`src/rtl/token_dispatch_if.sv`:
```
// token_dispatch_if: token FIFO read port, parser offer bus and job status of the dispatcher
interface token_dispatch_if #(
  parameter int NUM_PARSER = 6,
  parameter int TOKEN_W = 136
);
  logic start;
  logic page_input_finish;
  logic tf_empty;
  logic [TOKEN_W-1:0] tf_dout;
  logic tf_rd;
  logic [NUM_PARSER-1:0] ps_ready;
  logic [NUM_PARSER-1:0] ps_valid;
  logic [TOKEN_W-1:0] ps_data;
  logic block_done;
  logic disp_done;
  logic [31:0] tok_cnt;
  modport master (
    input start, page_input_finish, tf_empty, tf_dout, ps_ready,
    output tf_rd, ps_valid, ps_data, block_done, disp_done, tok_cnt
  );
  modport slave (
    output start, page_input_finish, tf_empty, tf_dout, ps_ready,
    input tf_rd, ps_valid, ps_data, block_done, disp_done, tok_cnt
  );
endinterface

```
`src/rtl/token_dispatch.sv`:
```
// token_dispatch: round-robin token dispatcher from a 1-cycle-latency FIFO into a 2-entry buffer,
// offering tokens to parsers in strict cyclic order and reporting block ends and job drain.
module token_dispatch #(
  parameter int NUM_PARSER = 6,
  parameter int TOKEN_W = 136
) (
  input logic clk,
  input logic rst_n,
  token_dispatch_if.master bus
);
  localparam int PW = $clog2(NUM_PARSER);
  localparam logic [1:0] S_IDLE = 2'd0;
  localparam logic [1:0] S_RUN  = 2'd1;
  localparam logic [1:0] S_DONE = 2'd2;

  logic [1:0] r_state;
  logic [TOKEN_W-1:0] r_buf [2];
  logic [1:0] r_occ;
  logic r_pend;
  logic [PW-1:0] r_ptr;
  logic r_block_done;
  logic r_disp_done;
  logic [31:0] r_tok_cnt;

  logic w_run;
  logic w_xfer;
  logic w_head_last;
  logic w_wr;
  logic [1:0] w_fill;
  logic [PW-1:0] w_ptr_nxt;
  logic [NUM_PARSER-1:0] w_valid;

  always_comb begin
    w_run = r_state == S_RUN;
    w_valid = (w_run && r_occ != 2'd0) ? {{(NUM_PARSER-1){1'b0}}, 1'b1} << r_ptr : '0;
    w_xfer = |(w_valid & bus.ps_ready);
    w_head_last = r_buf[0][TOKEN_W-1];
    w_fill = r_occ + {1'b0, r_pend} - {1'b0, w_xfer};
    // a capture lands behind whatever survives this cycle's pop
    w_wr = (r_occ - {1'b0, w_xfer}) != 2'd0;
    w_ptr_nxt = (w_head_last || r_ptr == PW'(NUM_PARSER-1)) ? '0 : r_ptr + 1'b1;
  end

  assign bus.tf_rd = w_run && !bus.tf_empty && w_fill < 2'd2;
  assign bus.ps_valid = w_valid;
  assign bus.ps_data = r_buf[0];
  assign bus.block_done = r_block_done;
  assign bus.disp_done = r_disp_done;
  assign bus.tok_cnt = r_tok_cnt;

  always_ff @(posedge clk) begin
    if (!rst_n) begin
      r_state <= S_IDLE;
      r_buf[0] <= '0;
      r_buf[1] <= '0;
      r_occ <= 2'd0;
      r_pend <= 1'b0;
      r_ptr <= '0;
      r_block_done <= 1'b0;
      r_disp_done <= 1'b0;
      r_tok_cnt <= '0;
    end else begin
      r_pend <= bus.tf_rd;
      r_occ <= w_fill;
      r_block_done <= w_xfer && w_head_last;
      if (w_xfer) begin
        r_buf[0] <= r_buf[1];
        r_tok_cnt <= r_tok_cnt + 32'd1;
        r_ptr <= w_ptr_nxt;
      end
      if (r_pend) r_buf[w_wr] <= bus.tf_dout;
      if (!w_run && bus.start) begin
        r_state <= S_RUN;
        r_ptr <= '0;
        r_tok_cnt <= '0;
        r_disp_done <= 1'b0;
      end else if (w_run && bus.page_input_finish && bus.tf_empty && r_occ == 2'd0 && !r_pend) begin
        r_state <= S_DONE;
        r_disp_done <= 1'b1;
      end
    end
  end
endmodule

```
`src/flat_wrapper.sv`:
```
// flat-port wrapper written by rule: the top's interface ports become plain ports
module token_dispatch_flat 
#(
  parameter int NUM_PARSER = 6,
  parameter int TOKEN_W = 136
)
  (clk, rst_n, bus_start, bus_page_input_finish, bus_tf_empty, bus_tf_dout, bus_ps_ready, bus_tf_rd, bus_ps_valid, bus_ps_data, bus_block_done, bus_disp_done, bus_tok_cnt);
  token_dispatch_if #(.NUM_PARSER(NUM_PARSER), .TOKEN_W(TOKEN_W)) bus_i ();
  input logic clk;
  input logic rst_n;
  input wire logic [$bits(bus_i.start)-1:0] bus_start;
  input wire logic [$bits(bus_i.page_input_finish)-1:0] bus_page_input_finish;
  input wire logic [$bits(bus_i.tf_empty)-1:0] bus_tf_empty;
  input wire logic [$bits(bus_i.tf_dout)-1:0] bus_tf_dout;
  input wire logic [$bits(bus_i.ps_ready)-1:0] bus_ps_ready;
  output wire logic [$bits(bus_i.tf_rd)-1:0] bus_tf_rd;
  output wire logic [$bits(bus_i.ps_valid)-1:0] bus_ps_valid;
  output wire logic [$bits(bus_i.ps_data)-1:0] bus_ps_data;
  output wire logic [$bits(bus_i.block_done)-1:0] bus_block_done;
  output wire logic [$bits(bus_i.disp_done)-1:0] bus_disp_done;
  output wire logic [$bits(bus_i.tok_cnt)-1:0] bus_tok_cnt;
  assign bus_i.start = bus_start;
  assign bus_i.page_input_finish = bus_page_input_finish;
  assign bus_i.tf_empty = bus_tf_empty;
  assign bus_i.tf_dout = bus_tf_dout;
  assign bus_i.ps_ready = bus_ps_ready;
  assign bus_tf_rd = bus_i.tf_rd;
  assign bus_ps_valid = bus_i.ps_valid;
  assign bus_ps_data = bus_i.ps_data;
  assign bus_block_done = bus_i.block_done;
  assign bus_disp_done = bus_i.disp_done;
  assign bus_tok_cnt = bus_i.tok_cnt;
  token_dispatch #(.NUM_PARSER(NUM_PARSER), .TOKEN_W(TOKEN_W)) u_core (.clk(clk), .rst_n(rst_n), .bus(bus_i));
endmodule
```
`config.mk`:
```
export PLATFORM = sky130hd
export DESIGN_NAME = token_dispatch_flat
export DESIGN_NICKNAME = d
export VERILOG_FILES = /design/src/rtl/token_dispatch_if.sv /design/src/rtl/token_dispatch.sv /design/src/flat_wrapper.sv
export SDC_FILE = /design/constraint.sdc
export NUM_CORES = 1
export LEC_CHECK = 0
export ABC_AREA = 1
export CAP_MARGIN = 20
export CORE_UTILIZATION = 40
export DETAILED_ROUTE_END_ITERATION = 8
export DONT_BUFFER_PORTS = 1
export GPL_ROUTABILITY_DRIVEN = 0
export SLEW_MARGIN = 20
export SYNTH_ARGS = -nofsm -noshare
export SYNTH_HDL_FRONTEND = slang
export SYNTH_SLANG_ARGS = --single-unit
```
`constraint.sdc`:
```
create_clock -name clk -period 8.9 [get_ports clk]
set_clock_uncertainty 0.05 [all_clocks]
set_input_delay 1.78 -clock clk [delete_from_list [all_inputs] [get_ports clk]]
set_output_delay 1.78 -clock clk [all_outputs]
set_load 0.02 [all_outputs]
```
==> results of run 1 <==
[cell families (layout without fill, tap and decap cells)]
kind of cell	count (synthesis)	after routing	share of synthesized area [%]
AND/OR/NAND/NOR	572	572	18.3
flip-flops	313	313	66.4
buffers and inverters	239	238	7.31
AO/OA/AOI/OAI	168	168	6.21
XOR/XNOR	17	17	1.10
adder cells (fa/ha/maj)	8	8	0.739
other	0	1	0
[routing by layer]
metal  up-vias  track usage [%]
met2       304             30.6
met5         -                0
met4         0             4.52
met1      4325             23.1
met3        36             8.41
li1       4364                -
[final cells by class]
type	instances	area [um2]	area share [%]
timing repair buffer	10	100	0.670
clock inverter	14	103	0.687
tap	448	561	3.75
sequential	313	8990	60.1
antenna	1	2.50	0.0167
inverter	165	622	4.16
clock buffer	49	950	6.35
multi-input combinational	765	3620	24.2
[power by group]
| group | internal [W] | switching (W) | leakage (nW) | total, W |
|---|---|---|---|---|
| logic | 0.0000179 | 0.0000900 | 2.05 | 0.000108 |
| clock network | 0.000777 | 0.000568 | 0.514 | 0.00135 |
| registers | 0.00166 | 0.0000734 | 3.15 | 0.00173 |
| total | 0.00245 | 0.000731 | 5.71 | 0.00318 |
[tightest hold or removal path, delay by kind of cell (launching register included)]
| kind | cells | cell delay, ns |
|---|---|---|
| flops | 1 | 0.32 |
| simple gates | 1 | 0.07 |
| compound gates | 1 | 0.05 |
[through the flow]
stage / setup slack, ns / cells
floorplan: 2.02 / 1317
global placement: 2.29 / 1701
detailed placement: 2.30 / 1701
CTS: 2.30 / 1764
global route: 2.08 / 1764
finish: 2.33 / 1765
[placed cells by master, fill, tap and decap left out, types with 2 or more instances in the layout]
cell	count
nor2_4	2
a21oi_1	32
nor3_2	2
buf_4	8
nand2_1	154
clkbuf_1	13
nand2_8	2
buf_12	2
clkinv_2	5
clkbuf_16	36
nor2_1	211
clkinv_1	7
nand3b_1	16
o21ai_1	136
edfxtp_1	272
inv_1	159
nand3_1	175
dfxtp_1	41
inv_2	4
ha_1	8
nor3_1	3
xor2_1	10
nand2_4	2
xnor2_1	7
[how the worst max path moves through the flow]
stage                                from                               end  slack, ns
final                     bus_ps_ready[4]                         bus_tf_rd       2.33
after global routing      bus_ps_ready[4]                         bus_tf_rd       2.08
after CTS                 bus_ps_ready[4]                         bus_tf_rd       2.30
after detailed placement  bus_ps_ready[5]                         bus_tf_rd       2.30
after global placement    bus_ps_ready[4]                         bus_tf_rd       2.29
after floorplan           bus_ps_ready[3]  u_core.r_buf[1][0]$_SDFFCE_PN0P_       2.02
[flip-flops by register name, indices dropped and copies added (netlist names)]
signal,count
u_core.r_ptr,3
u_core.r_buf,272
u_core.r_state,2
u_core.bus.block_done,1
u_core.bus.tok_cnt,32
u_core.r_pend,1
u_core.r_occ,2
==> metrics, run 1 <==
All-Layer GR Usage=18.9%; Final setup viols=0; Primary FF master, synth=edfxtp_1; Highest Signal Layer=met4; worst-margin pin slew=0.939 ns; Power Density=213 mW/mm2; RSZ-0062 raised after global routing=false; htree depth=2; Hold Vio Cnt, Final=0; WHS Path Cells=2; CP max stage delay=0.65 ns; syn_nets=1472; nature of the critical path endpoint=primary output; fin crit period=6.57 ns; WP data required=7.07 ns; CTS tree=done; Max Cap Viol=0; FP Rows=67; met1 WL=13500 um; crit path max fanout=87; hold-fix buffer count after cts=0; Layout fillers=3209; vias after detailed routing=9029; HPWL after detailed placement=21600 um; fmax=152 MHz; clock slew at reported path FFs=0.06 ns; ys async rst share=0%; Yosys reg bits=313; Post-Syn Instances=1317; area of the core=0.0334 mm2; total gr overflow=0; final wirelength=33700 um; Worst path depth=8; crit path max-delay cell type=nor2_4; R2R cell count=13; Synth area leaders=edfxtp_1, nand3_1, dfxtp_1; Worst R2R End=u_core.r_buf[1][42]$_SDFFCE_PN0P_; Hold WS=0.431 ns; Max transition margin=37.4%; P_leak=5.71 nW; sequential-to-total area share from yosys stat=66.4%; setup TNS=0 ns; Crit Path Class=input pin to primary output; initial antenna violation count=1; worst r2r src=u_core.r_state[1]$_SDFFE_PP0P_; syn avg cell area=10.3 um2; Core Util, Final=44.7%; Pre-antenna DRT Iters=5; Netlist Area Pre-Place=0.0135 mm2; Layout Nets=1445; hold wc startpoint=u_core.r_state[0]$_SDFFE_PN0P_; WP data arrival=4.74 ns; number of global-route vias before repair=8691; Cell Chain, Critical Path=nand3_1, nand2_1, nor2_4, nand2_8, ha_1, xnor2_1, xnor2_1, nor3_1; DR WL met3=3590 um; first-pass GRT wire length=49800 um; Yosys top cell by area=edfxtp_1; most used cell along the critical path=xnor2_1; Worst Hold End=u_core.r_state[0]$_SDFFE_PN0P_; Die W=186 um; cell with the most instances after synthesis=edfxtp_1; Commonest cells post-synth=edfxtp_1, nor2_1, nand3_1; outcome=completed; # IOs=324; r2r setup slk=3.58 ns; Placed Area=0.0139 mm2; fraction of layout cells with a size suffix above 1=5.32%; First DRT Iteration DRCs=668; number of remaining DRC errors=0; routed wl met2=16100 um; Pins Over Slew Limit=0; post-synth cell types=27; CTS resizes=0; Yosys Warn Count=0; worst skew pair latency=0.50 ns; CTS Buf Count=35; CP top delay family=simple AND/OR/NAND/NOR gates; Clock Path Buffers=3; clk sinks=313; top cell type's share of synthesized area=60.3%; Via density=5.12; WL/cell=19.1 um; remaining antenna violation count=0; final instance area=0.0149 mm2; Setup Fix Bufs, Post-CTS=0; final total power=0.00318 W; Post-synth EDFFs=272; CP startpoint kind=input pin; P&R area growth vs syn=10.3%; Starting Density=40.5%; Die Y=186 um; full die area=0.0346 mm2; largest net degree at the start of global routing=88; IO Port Bufs=0; Hold Path Class=flip-flop to flip-flop; Root Driver=clkbuf_16; Final Cycle Share=73.8%; worst path bufs/invs=0; Worst VDD drop=0.120 mV
Note: power is estimated with default switching activity, not from simulation.
==> inputs of run 2 (changes only) <==
Clock period 8.9 ns to 6.5 ns, I/O delays scaled along.
==> metrics, run 2 (synthesis gave the netlist of run 1 again) <==
Power Density=294 mW/mm2 (+38%); full die area=0.0346 mm2 (unchanged); HPWL after detailed placement=20800 um (-3.9%); Setup Fix Bufs, Post-CTS=0 (unchanged); routed wl met2=16000 um (-0.13%); Final Cycle Share=74.4%; first-pass GRT wire length=50500 um (+1.4%); vias after detailed routing=9157 (+1.4%); CTS resizes=0 (unchanged); remaining antenna violation count=0 (unchanged); Pre-antenna DRT Iters=5 (unchanged); worst skew pair latency=0.51 ns (about the same); final instance area=0.0151 mm2 (+0.72%); Placed Area=0.0139 mm2 (+0.39%); initial antenna violation count=1 (unchanged); P_leak=5.77 nW (+1.2%); WP data required=5.15 ns (-1.92 ns); Root Driver=clkbuf_16; Via density=5.17 (+1.1%); setup TNS=0 ns (unchanged); Worst VDD drop=0.221 mV (+84%); most frequent cells in the layout=edfxtp_1, nor2_1, nand3_1; htree depth=2 (unchanged); All-Layer GR Usage=18.9% (about the same); number of global-route vias before repair=8870 (+2.1%); fmax=207 MHz; CTS tree=done; crit path max fanout=35 (-60%); Clock Path Buffers=3 (unchanged); total gr overflow=0 (unchanged); DR WL met3=3300 um (-8.2%); Crit Path Class=flip-flop to primary output; CP startpoint kind=flip-flop; WP data arrival=3.49 ns (-1.25 ns); Highest Signal Layer=met5; fin crit period=4.84 ns; hold-fix buffer count after cts=0 (unchanged); Max transition margin=31.2% (-6.1 points); most common cell after layout, fill and taps aside=edfxtp_1; CTS Buf Count=36 (+2.9%); # IOs=324 (unchanged); Max Cap Viol=0 (unchanged); clock slew at reported path FFs=0.06 ns (about the same); ANT cells=0 (-1); Layout Cells excl Fill=1771 (+0.34%); Pins Over Slew Limit=0 (unchanged); Layout fillers=3206 (-0.093%); IO Port Bufs=0 (unchanged); area of the core=0.0334 mm2 (unchanged); nature of the critical path endpoint=primary output; met1 WL=13400 um (-0.42%); fraction of layout cells with a size suffix above 1=6.20% (+0.88 points); Largest Register=u_core.r_buf; Die W=186 um (unchanged); Hold Vio Cnt, Final=0 (unchanged); max reg flops=272 (unchanged); clk sinks=313 (unchanged); Layout Nets=1451 (+0.42%); Final setup viols=0 (unchanged); RSZ-0062 raised after global routing=false; P&R area growth vs syn=11.1%; largest net degree at the start of global routing=137 (+56%); final wirelength=33700 um (-0.15%); FP Rows=67 (unchanged); First DRT Iteration DRCs=553 (-17%); outcome=completed; Placed Cells=1706 (+0.29%); WL/cell=19.0 um (-0.49%); worst-margin pin slew=1.03 ns (+0.0922 ns); Hold Path Class=flip-flop to flip-flop; number of remaining DRC errors=0 (unchanged); Die Y=186 um (unchanged); Starting Density=40.5% (unchanged)
[run 2: area by class of cell]
type	instances	area, um2	area share, %
Sequential cell	313	8990	59.7
Clock inverter	19	109	0.723
Timing Repair Buffer	15	163	1.08
Clock buffer	46	1000	6.64
Inverter	165	622	4.13
Multi-Input combinational cell	765	3610	24.0
Tap cell	448	561	3.72
[run 2: per-stage QoR]
step           hold WS [ns]  power, W  util [%]  worst slack, ns
2_1_floorplan         0.404   0.00251         -            0.101
3_3_place_gp          0.421   0.00256      41.7             1.80
3_5_place_dp          0.429   0.00256      41.7             1.75
4_1_cts               0.438   0.00447      45.0             1.60
5_1_grt               0.464   0.00456      45.0             1.38
6_report              0.435   0.00442      45.0             1.66
[run 2: report_power, final]
group          total (W)  switching (W)  internal, W
clock            0.00190       0.000810      0.00109
combinational   0.000149       0.000122    0.0000271
sequential       0.00237      0.0000989      0.00227
[run 2: worst paths after layout]
| check | start | endpoint | slack [ns] | depth (start not counted) |
|---|---|---|---|---|
| max | u_core.r_state[1]$_SDFFE_PP0P_ | bus_tf_rd | 1.66 | 13 |
| min | u_core.r_state[0]$_SDFFE_PN0P_ | u_core.r_state[0]$_SDFFE_PN0P_ | 0.43 | 2 |
| max reg2reg | u_core.r_state[1]$_SDFFE_PP0P_ | u_core.r_buf[1][89]$_SDFFCE_PN0P_ | 2.22 | 15 |
| min reg2reg | u_core.r_state[0]$_SDFFE_PN0P_ | u_core.r_state[0]$_SDFFE_PN0P_ | 0.43 | 2 |
[run 2: routing by layer]
metal / vias to the layer above / global-route usage, %
met5: - / 0
met4: 2 / 6.30
met3: 60 / 7.53
met2: 323 / 30.5
met1: 4392 / 23.0
li1: 4380 / -
[run 2: critical path: stages (launching register included)]
cell     delay [ns]
dfxtp_1        0.52
inv_1          0.10
nand2_1        0.17
nor2_2         0.10
nand3_1        0.08
nand2_1        0.08
nor2_4         0.08
buf_4          0.40
nand2_8        0.07
ha_1           0.37
inv_1          0.06
ha_1           0.19
xnor2_1        0.17
nor3_1         0.59
